[src/rtl/exec_unit_pkg.sv]
// Shared opcode constants, divider state encoding and opcode helpers for exec_unit.
package exec_unit_pkg;

   localparam logic [4:0] ALU_OP_ADD  = 5'd0;
   localparam logic [4:0] ALU_OP_SUB  = 5'd1;
   localparam logic [4:0] ALU_OP_AND  = 5'd2;
   localparam logic [4:0] ALU_OP_OR   = 5'd3;
   localparam logic [4:0] ALU_OP_XOR  = 5'd4;
   localparam logic [4:0] ALU_OP_SLL  = 5'd5;
   localparam logic [4:0] ALU_OP_SRL  = 5'd6;
   localparam logic [4:0] ALU_OP_SRA  = 5'd7;
   localparam logic [4:0] ALU_OP_SLT  = 5'd8;
   localparam logic [4:0] ALU_OP_SLTU = 5'd9;
   localparam logic [4:0] ALU_OP_MUL  = 5'd10;
   localparam logic [4:0] ALU_OP_DIV  = 5'd11;
   localparam logic [4:0] ALU_OP_DIVU = 5'd12;
   localparam logic [4:0] ALU_OP_REM  = 5'd13;
   localparam logic [4:0] ALU_OP_REMU = 5'd14;

   typedef enum logic [1:0] {
      ST_IDLE = 2'd0,
      ST_RUN  = 2'd1,
      ST_DONE = 2'd2
   } div_state_e;

   function automatic logic is_div_op(input logic [4:0] op);
      return (op == ALU_OP_DIV) || (op == ALU_OP_DIVU) ||
             (op == ALU_OP_REM) || (op == ALU_OP_REMU);
   endfunction

   function automatic logic is_signed_div(input logic [4:0] op);
      return (op == ALU_OP_DIV) || (op == ALU_OP_REM);
   endfunction

   function automatic logic is_rem_op(input logic [4:0] op);
      return (op == ALU_OP_REM) || (op == ALU_OP_REMU);
   endfunction

endpackage

[src/rtl/exec_unit_div_iter.sv]
// Iterative restoring divider on unsigned magnitudes, one quotient bit per cycle.
module div_iter
   import exec_unit_pkg::*;
#(
   parameter int DIV_STEPS = 32
) (
   input  logic        clk,
   input  logic        rst,
   input  logic        start,
   input  logic        abort,
   input  logic [31:0] dividend,
   input  logic [31:0] divisor,
   output logic        busy,
   output logic        last,
   output logic [31:0] quotient,
   output logic [31:0] remainder
);

   localparam int CW = $clog2(DIV_STEPS);

   logic [CW-1:0] count;
   logic [31:0]   divisor_q;
   logic [32:0]   shifted;
   logic [32:0]   diff;

   // quotient doubles as the dividend shift register
   assign shifted = {remainder, quotient[31]};
   assign diff    = shifted - {1'b0, divisor_q};
   assign last    = busy && (count == '0);

   always_ff @(posedge clk) begin
      if (rst || abort) begin
         busy      <= 1'b0;
         count     <= '0;
         quotient  <= 32'h0;
         remainder <= 32'h0;
         divisor_q <= 32'h0;
      end else if (start) begin
         busy      <= 1'b1;
         count     <= CW'(DIV_STEPS - 1);
         quotient  <= dividend;
         remainder <= 32'h0;
         divisor_q <= divisor;
      end else if (busy) begin
         if (!diff[32]) begin
            remainder <= diff[31:0];
            quotient  <= {quotient[30:0], 1'b1};
         end else begin
            remainder <= shifted[31:0];
            quotient  <= {quotient[30:0], 1'b0};
         end
         if (count == '0) busy <= 1'b0;
         else             count <= count - 1'b1;
      end
   end

endmodule

[src/rtl/exec_unit.sv]
// Execute stage: single-cycle ALU/MUL ops plus a multi-cycle divide/remainder path.
//
//   state   | meaning
//   --------+---------------------------------------------------------
//   ST_IDLE | ready; single-cycle ops complete here, divides start
//   ST_RUN  | div_iter stepping, counter 31 down to 0
//   ST_DONE | sign fix-up / divide-by-zero result, pulse next cycle
module exec_unit
   import exec_unit_pkg::*;
#(
   parameter int DIV_STEPS = 32
) (
   input  logic        clk,
   input  logic        rst,
   input  logic        valid_i,
   input  logic [4:0]  alu_op_i,
   input  logic [31:0] oprand_a_i,
   input  logic [31:0] oprand_b_i,
   input  logic [4:0]  wd_i,
   input  logic        wen_i,
   input  logic        flush_i,
   output logic        busy_o,
   output logic        result_valid_o,
   output logic [31:0] result_o,
   output logic [4:0]  wd_o,
   output logic        wen_o
);

   div_state_e  state;
   logic        accept;
   logic        div_op;
   logic        sgn_op;
   logic        b_zero;
   logic        div_start;
   logic        div_busy;
   logic        div_last;
   logic [31:0] a_mag;
   logic [31:0] b_mag;
   logic [31:0] quo;
   logic [31:0] rem;
   logic [31:0] alu_res;
   logic [31:0] div_res;

   logic [4:0]  wd_q;
   logic        wen_q;
   logic        dz_q;
   logic        is_rem_q;
   logic        neg_q_q;
   logic        neg_r_q;
   logic [31:0] a_q;

   assign busy_o    = (state != ST_IDLE);
   assign accept    = valid_i && !busy_o && !flush_i;
   assign div_op    = is_div_op(alu_op_i);
   assign sgn_op    = is_signed_div(alu_op_i);
   assign b_zero    = (oprand_b_i == 32'h0);
   assign div_start = accept && div_op && !b_zero;
   assign a_mag     = (sgn_op && oprand_a_i[31]) ? -oprand_a_i : oprand_a_i;
   assign b_mag     = (sgn_op && oprand_b_i[31]) ? -oprand_b_i : oprand_b_i;

   div_iter #(.DIV_STEPS(DIV_STEPS)) u_div (
      .clk       (clk),
      .rst       (rst),
      .start     (div_start),
      .abort     (flush_i),
      .dividend  (a_mag),
      .divisor   (b_mag),
      .busy      (div_busy),
      .last      (div_last),
      .quotient  (quo),
      .remainder (rem)
   );

   always_comb begin
      alu_res = 32'h0;
      case (alu_op_i)
         ALU_OP_ADD:  alu_res = oprand_a_i + oprand_b_i;
         ALU_OP_SUB:  alu_res = oprand_a_i - oprand_b_i;
         ALU_OP_AND:  alu_res = oprand_a_i & oprand_b_i;
         ALU_OP_OR:   alu_res = oprand_a_i | oprand_b_i;
         ALU_OP_XOR:  alu_res = oprand_a_i ^ oprand_b_i;
         ALU_OP_SLL:  alu_res = oprand_a_i << oprand_b_i[4:0];
         ALU_OP_SRL:  alu_res = oprand_a_i >> oprand_b_i[4:0];
         ALU_OP_SRA:  alu_res = $unsigned($signed(oprand_a_i) >>> oprand_b_i[4:0]);
         ALU_OP_SLT:  alu_res = {31'h0, $signed(oprand_a_i) < $signed(oprand_b_i)};
         ALU_OP_SLTU: alu_res = {31'h0, oprand_a_i < oprand_b_i};
         ALU_OP_MUL:  alu_res = oprand_a_i * oprand_b_i;
         default:     alu_res = 32'h0;
      endcase
   end

   // divide by zero bypasses the divider, so no sign fix-up applies
   always_comb begin
      div_res = 32'h0;
      if (dz_q)          div_res = is_rem_q ? a_q : 32'hFFFF_FFFF;
      else if (is_rem_q) div_res = neg_r_q ? -rem : rem;
      else               div_res = neg_q_q ? -quo : quo;
   end

   always_ff @(posedge clk) begin
      if (rst) begin
         state          <= ST_IDLE;
         result_valid_o <= 1'b0;
         result_o       <= 32'h0;
         wd_o           <= 5'h0;
         wen_o          <= 1'b0;
         wd_q           <= 5'h0;
         wen_q          <= 1'b0;
         dz_q           <= 1'b0;
         is_rem_q       <= 1'b0;
         neg_q_q        <= 1'b0;
         neg_r_q        <= 1'b0;
         a_q            <= 32'h0;
      end else begin
         result_valid_o <= 1'b0;
         if (flush_i) begin
            state <= ST_IDLE;
         end else begin
            case (state)
               ST_IDLE: begin
                  if (accept) begin
                     if (div_op) begin
                        wd_q     <= wd_i;
                        wen_q    <= wen_i;
                        dz_q     <= b_zero;
                        is_rem_q <= is_rem_op(alu_op_i);
                        neg_q_q  <= sgn_op && (oprand_a_i[31] ^ oprand_b_i[31]);
                        neg_r_q  <= sgn_op && oprand_a_i[31];
                        a_q      <= oprand_a_i;
                        state    <= b_zero ? ST_DONE : ST_RUN;
                     end else begin
                        result_o       <= alu_res;
                        result_valid_o <= 1'b1;
                        wd_o           <= wd_i;
                        wen_o          <= wen_i;
                     end
                  end
               end
               ST_RUN: begin
                  if (div_last) state <= ST_DONE;
               end
               ST_DONE: begin
                  result_o       <= div_res;
                  result_valid_o <= 1'b1;
                  wd_o           <= wd_q;
                  wen_o          <= wen_q;
                  state          <= ST_IDLE;
               end
               default: state <= ST_IDLE;
            endcase
         end
      end
   end

endmodule

[config.mk]
export PLATFORM = sky130hd
export DESIGN_NAME = exec_unit
export DESIGN_NICKNAME = d
export VERILOG_FILES = /design/src/rtl/exec_unit_pkg.sv /design/src/rtl/exec_unit_div_iter.sv /design/src/rtl/exec_unit.sv
export SDC_FILE = /design/constraint.sdc
export NUM_CORES = 2
export LEC_CHECK = 0
export ABC_AREA = 1
export CAP_MARGIN = 30
export CORE_MARGIN = 5
export CORE_UTILIZATION = 45
export DETAILED_ROUTE_END_ITERATION = 8
export PLACE_DENSITY = 0.67
export SLEW_MARGIN = 25
export SYNTH_ARGS = -nofsm -noshare
export SYNTH_HDL_FRONTEND = slang
export SYNTH_SLANG_ARGS = --single-unit
[constraint.sdc]
create_clock -name clk -period 19.5 [get_ports clk]
set_input_delay 3.9 -clock clk [delete_from_list [all_inputs] [get_ports clk]]
set_output_delay 3.9 -clock clk [all_outputs]
set_load 0.005 [all_outputs]
==> flow_summary_export.csv <==
group,metric,value,unit
min_path,hold_depth,2,
power_and_ir_drop,power.density,206,nW/um^2
clock_tree,cts_setup_buffers,0,
critical_path,worstReg2RegEnd,"u_div.remainder[1]$_SDFFE_PP0P_",
critical_path,cpMostUsedCell,"fa_1",
placed_design,post-place-ws,7600,ps
critical_path,setup.worst_path.class,"in2reg",
global_route,grt_start_max_net_pins,77,
clock_tree,cts_root_buf,"clkbuf_16",
clock_tree,htreeDepth,4,
die,initial_core_util,0.453,
global_route,first_global_vias,40000,
synth,synth_area_leader_cell,"fa_1",
critical_path,endpoint_kind,"flop",
final_layout,n_fill_cell,8893,
die,dieHeight,300,um
clock_tree,clk_latency,510,ps
final_layout,area_delta_synth_final,7.17,%
die,rows,106,
detailed_routing,drc,0,
timing,hold_viol,0,
synth,yosys-top-cells-count,"1447 x nand2_1, 1160 x inv_1, 486 x a21oi_1",
critical_path,rr_startpoint,"u_div.quotient[31]$_SDFFE_PP0P_",
synth,synthFlopType,"dfxtp_1",
synth,synth_edf_count,0,
critical_path,rrSetupSlack,15230,ps
final_layout,multi_input_area,28500,sq um
critical_path,reg2regPathDepth,18,
synth,ys_seq_area_frac,0.0980,
timing,fin_setup_tns,0,ps
global_route,overflow,0,
min_path,hold_start,"a_q[17]$_SDFFE_PP0P_",
placed_design,hpwlAfterDp,146,mm
detailed_routing,wl_per_cell,26.6,um
power_and_ir_drop,pwr-share-comb,0.907,
synth,synthDistinctLibCells,64,
synth,syn-num-nets,6653,
timing,finalSetupViolCount,0,
die,coreArea,83400,sq um
detailed_routing,ant_nets,0,
status,outcome,"finished clean",
min_path,hold-path-endpoint,"a_q[17]$_SDFFE_PP0P_",
timing,hold_ws,462,ps
power_and_ir_drop,vdd_drop_max,0.000430,V
critical_path,required,19940,ps
global_route,grt_pass1_wl,267,mm
synth,synthTopCellsByArea,"fa_1 22%, nand2_1 14%, inv_1 12%",
power_and_ir_drop,clkPwrFrac,0.046,
min_path,min_path_type,"reg2reg",
clock_tree,cts_tree,"yes",
power_and_ir_drop,p_leak,21.5,nW
detailed_routing,vias,40800,
synth,ys_seq_elements,185,
synth,synthCells,5905,
clock_tree,cts_sinks,185,
timing,setup_ws,7980,ps
clock_tree,post_cts_resized,0,
clock_tree,clockBufferDepth,2,
timing,finalCritPeriodShare,0.591,
clock_tree,clkTransAtPathRegs,90,ps
critical_path,critPathArrivalTime,11960,ps
detailed_routing,drt_iter0_markers,4512,
timing,fin_crit,11520,ps
timing,slew_headroom,0.302,
final_layout,layout-drive-gt1-share,0.0352,
critical_path,crit_path_max_fanout,27,
detailed_routing,drt_pass1_iterations,6,
timing,finalClockSkew,31.5,ps
synth,syn_area_per_cell,6.40,sq um
timing,tightest_slew,1050,ps
synth,async_flop_share,0,
power_and_ir_drop,p_int,3.24,mW
critical_path,critical_path.max_stage_delay,750,ps
clock_tree,cts_hold_buf,0,
clock_tree,numCtsBuffers,17,
critical_path,slowest_stage,"nor4_1",
placed_design,io_buffers,118,
critical_path,startpoint_type,"primary input",
die,ios,119,
critical_path,crit_buf_inv,6,
timing,fmax,86.8,MHz
global_route,grtUsageTotal,0.400,
synth,synth_top_area_frac,0.218,
critical_path,crit_family,"adder cells",
final_layout,final_core_util,0.486,
power_and_ir_drop,switching_power,5.09,mW
synth,yosysMostFrequentCell,"nand2_1",
power_and_ir_drop,p_seq_frac,0.047,
die,die_x,300,um
final_layout,nNetsFinal,6594,
global_route,antenna_found_initial,8,
timing,finalMaxSlewViolations,0,
timing,grt_setup_unrepaired,"false",
detailed_routing,avgViaCountPerCell,5.88,
detailed_routing,routed_wl,184,mm
final_layout,seq_area,3700,sq um
synth,synth_warnings,0,
run,drv_cap,0,
power_and_ir_drop,swShare,0.611,
placed_design,place_congestion,1.08,
synth,syn_area,37800,sq um
die,fp.dieArea,89900,sq um
## cell families (layout without fill, tap and decap cells)
logic type | after synthesis | in the layout | synth area share
and+or+nand+nor | 2230 | 2230 | 0.242
buffers and inverters | 1474 | 1428 | 0.148
AOI/OAI and AO/OA | 1222 | 1222 | 0.179
adders and majority gates | 669 | 669 | 0.303
DFF | 185 | 185 | 0.0980
xor gates and xnor gates | 108 | 108 | 0.0250
muxes | 17 | 17 | 0.00453
other | 0 | 2 | 0
## area by class of cell
type,count,share of cell area
Timing Repair Buffer,222,0.0473
Clock buffer,18,0.0108
Sequential cell,185,0.0914
Inverter,1174,0.109
Antenna cell,2,0.000124
Clock inverter,14,0.00432
Tap cell,1080,0.0334
Multi-Input combinational cell,4246,0.704
## through the flow
stage                     cells  cell area [sq um]  power [mW]
after floorplan            5905              37800        5.43
after global placement     6905              39900        7.81
after detailed placement   6906              39900        7.80
after CTS                  6938              40500        8.23
after global routing       6939              40500        9.18
final                      6941              40500        8.33
## per-layer routing
metal / up-vias / track usage / share of wire
li1: 18400 / - / -
met1: 19400 / 0.495 / 0.38
met3: 642 / 0.0827 / 0.095
met2: 2385 / 0.633 / 0.44
met5: - / 0 / 0.000038
met4: 2 / 0.263 / 0.082
## registers in the layout, summed over array words and instances, names as in the netlist, 5 cells and up
| name | flops |
|---|---|
| a_q | 32 |
| u_div.divisor_q | 32 |
| wd_q | 5 |
| result_o | 32 |
| u_div.remainder | 32 |
| u_div.count | 5 |
| u_div.quotient | 32 |
| wd_o | 5 |
## cells in the final DEF (no fill, tap or decap), types with 26 or more instances in the layout
master,count
nand2_1,1446
inv_1,1157
a21oi_1,486
o21ai_0,459
fa_1,411
nor2_1,342
ha_1,258
nand3_1,255
dfxtp_1,185
clkdlybuf4s50_1,110
buf_4,102
xor2_1,82
nor3_1,52
nand4_1,47
o22ai_1,36
a31oi_1,36
o211ai_1,31
o21bai_1,26
xnor2_1,26
## worst max path at each step
stage,endpoint,depth (start not counted),slack (ps),start
3_5_place_dp,result_o[26]$_SDFFE_PP0P_,28,7600,oprand_a_i[9]
2_1_floorplan,result_o[25]$_SDFFE_PP0P_,29,8660,oprand_b_i[4]
3_3_place_gp,result_o[24]$_SDFFE_PP0P_,25,7680,oprand_a_i[9]
4_1_cts,result_o[26]$_SDFFE_PP0P_,28,8130,oprand_a_i[9]
6_report,result_o[26]$_SDFFE_PP0P_,28,7980,oprand_a_i[9]
5_1_grt,result_o[26]$_SDFFE_PP0P_,28,7770,oprand_a_i[9]
## worst reg2reg max path: stages (launching register included)
cell and delay, ps:
dfxtp_1 420, inv_1 200, ha_1 290, fa_1 420
o21a_1 250, o21ai_1 420, nand3_1 130, nand3_1 290
nand2_1 120, o211ai_2 100, nand2_1 100, nand2_1 70
nand2_1 50, nand2_2 220, buf_4 380, inv_2 350
nand2_1 150, nand3_1 90, a21oi_1 140
## power groups by stage
stage          Combinational [mW]  Sequential (mW)  Clock (mW)
2_1_floorplan                5.03            0.398           0
3_3_place_gp                 7.41            0.403           0
3_5_place_dp                 7.40            0.403           0
4_1_cts                      7.45            0.394       0.386
5_1_grt                      8.39            0.395       0.396
6_report                     7.56            0.394       0.382
Power figures use the tool's default switching activity.
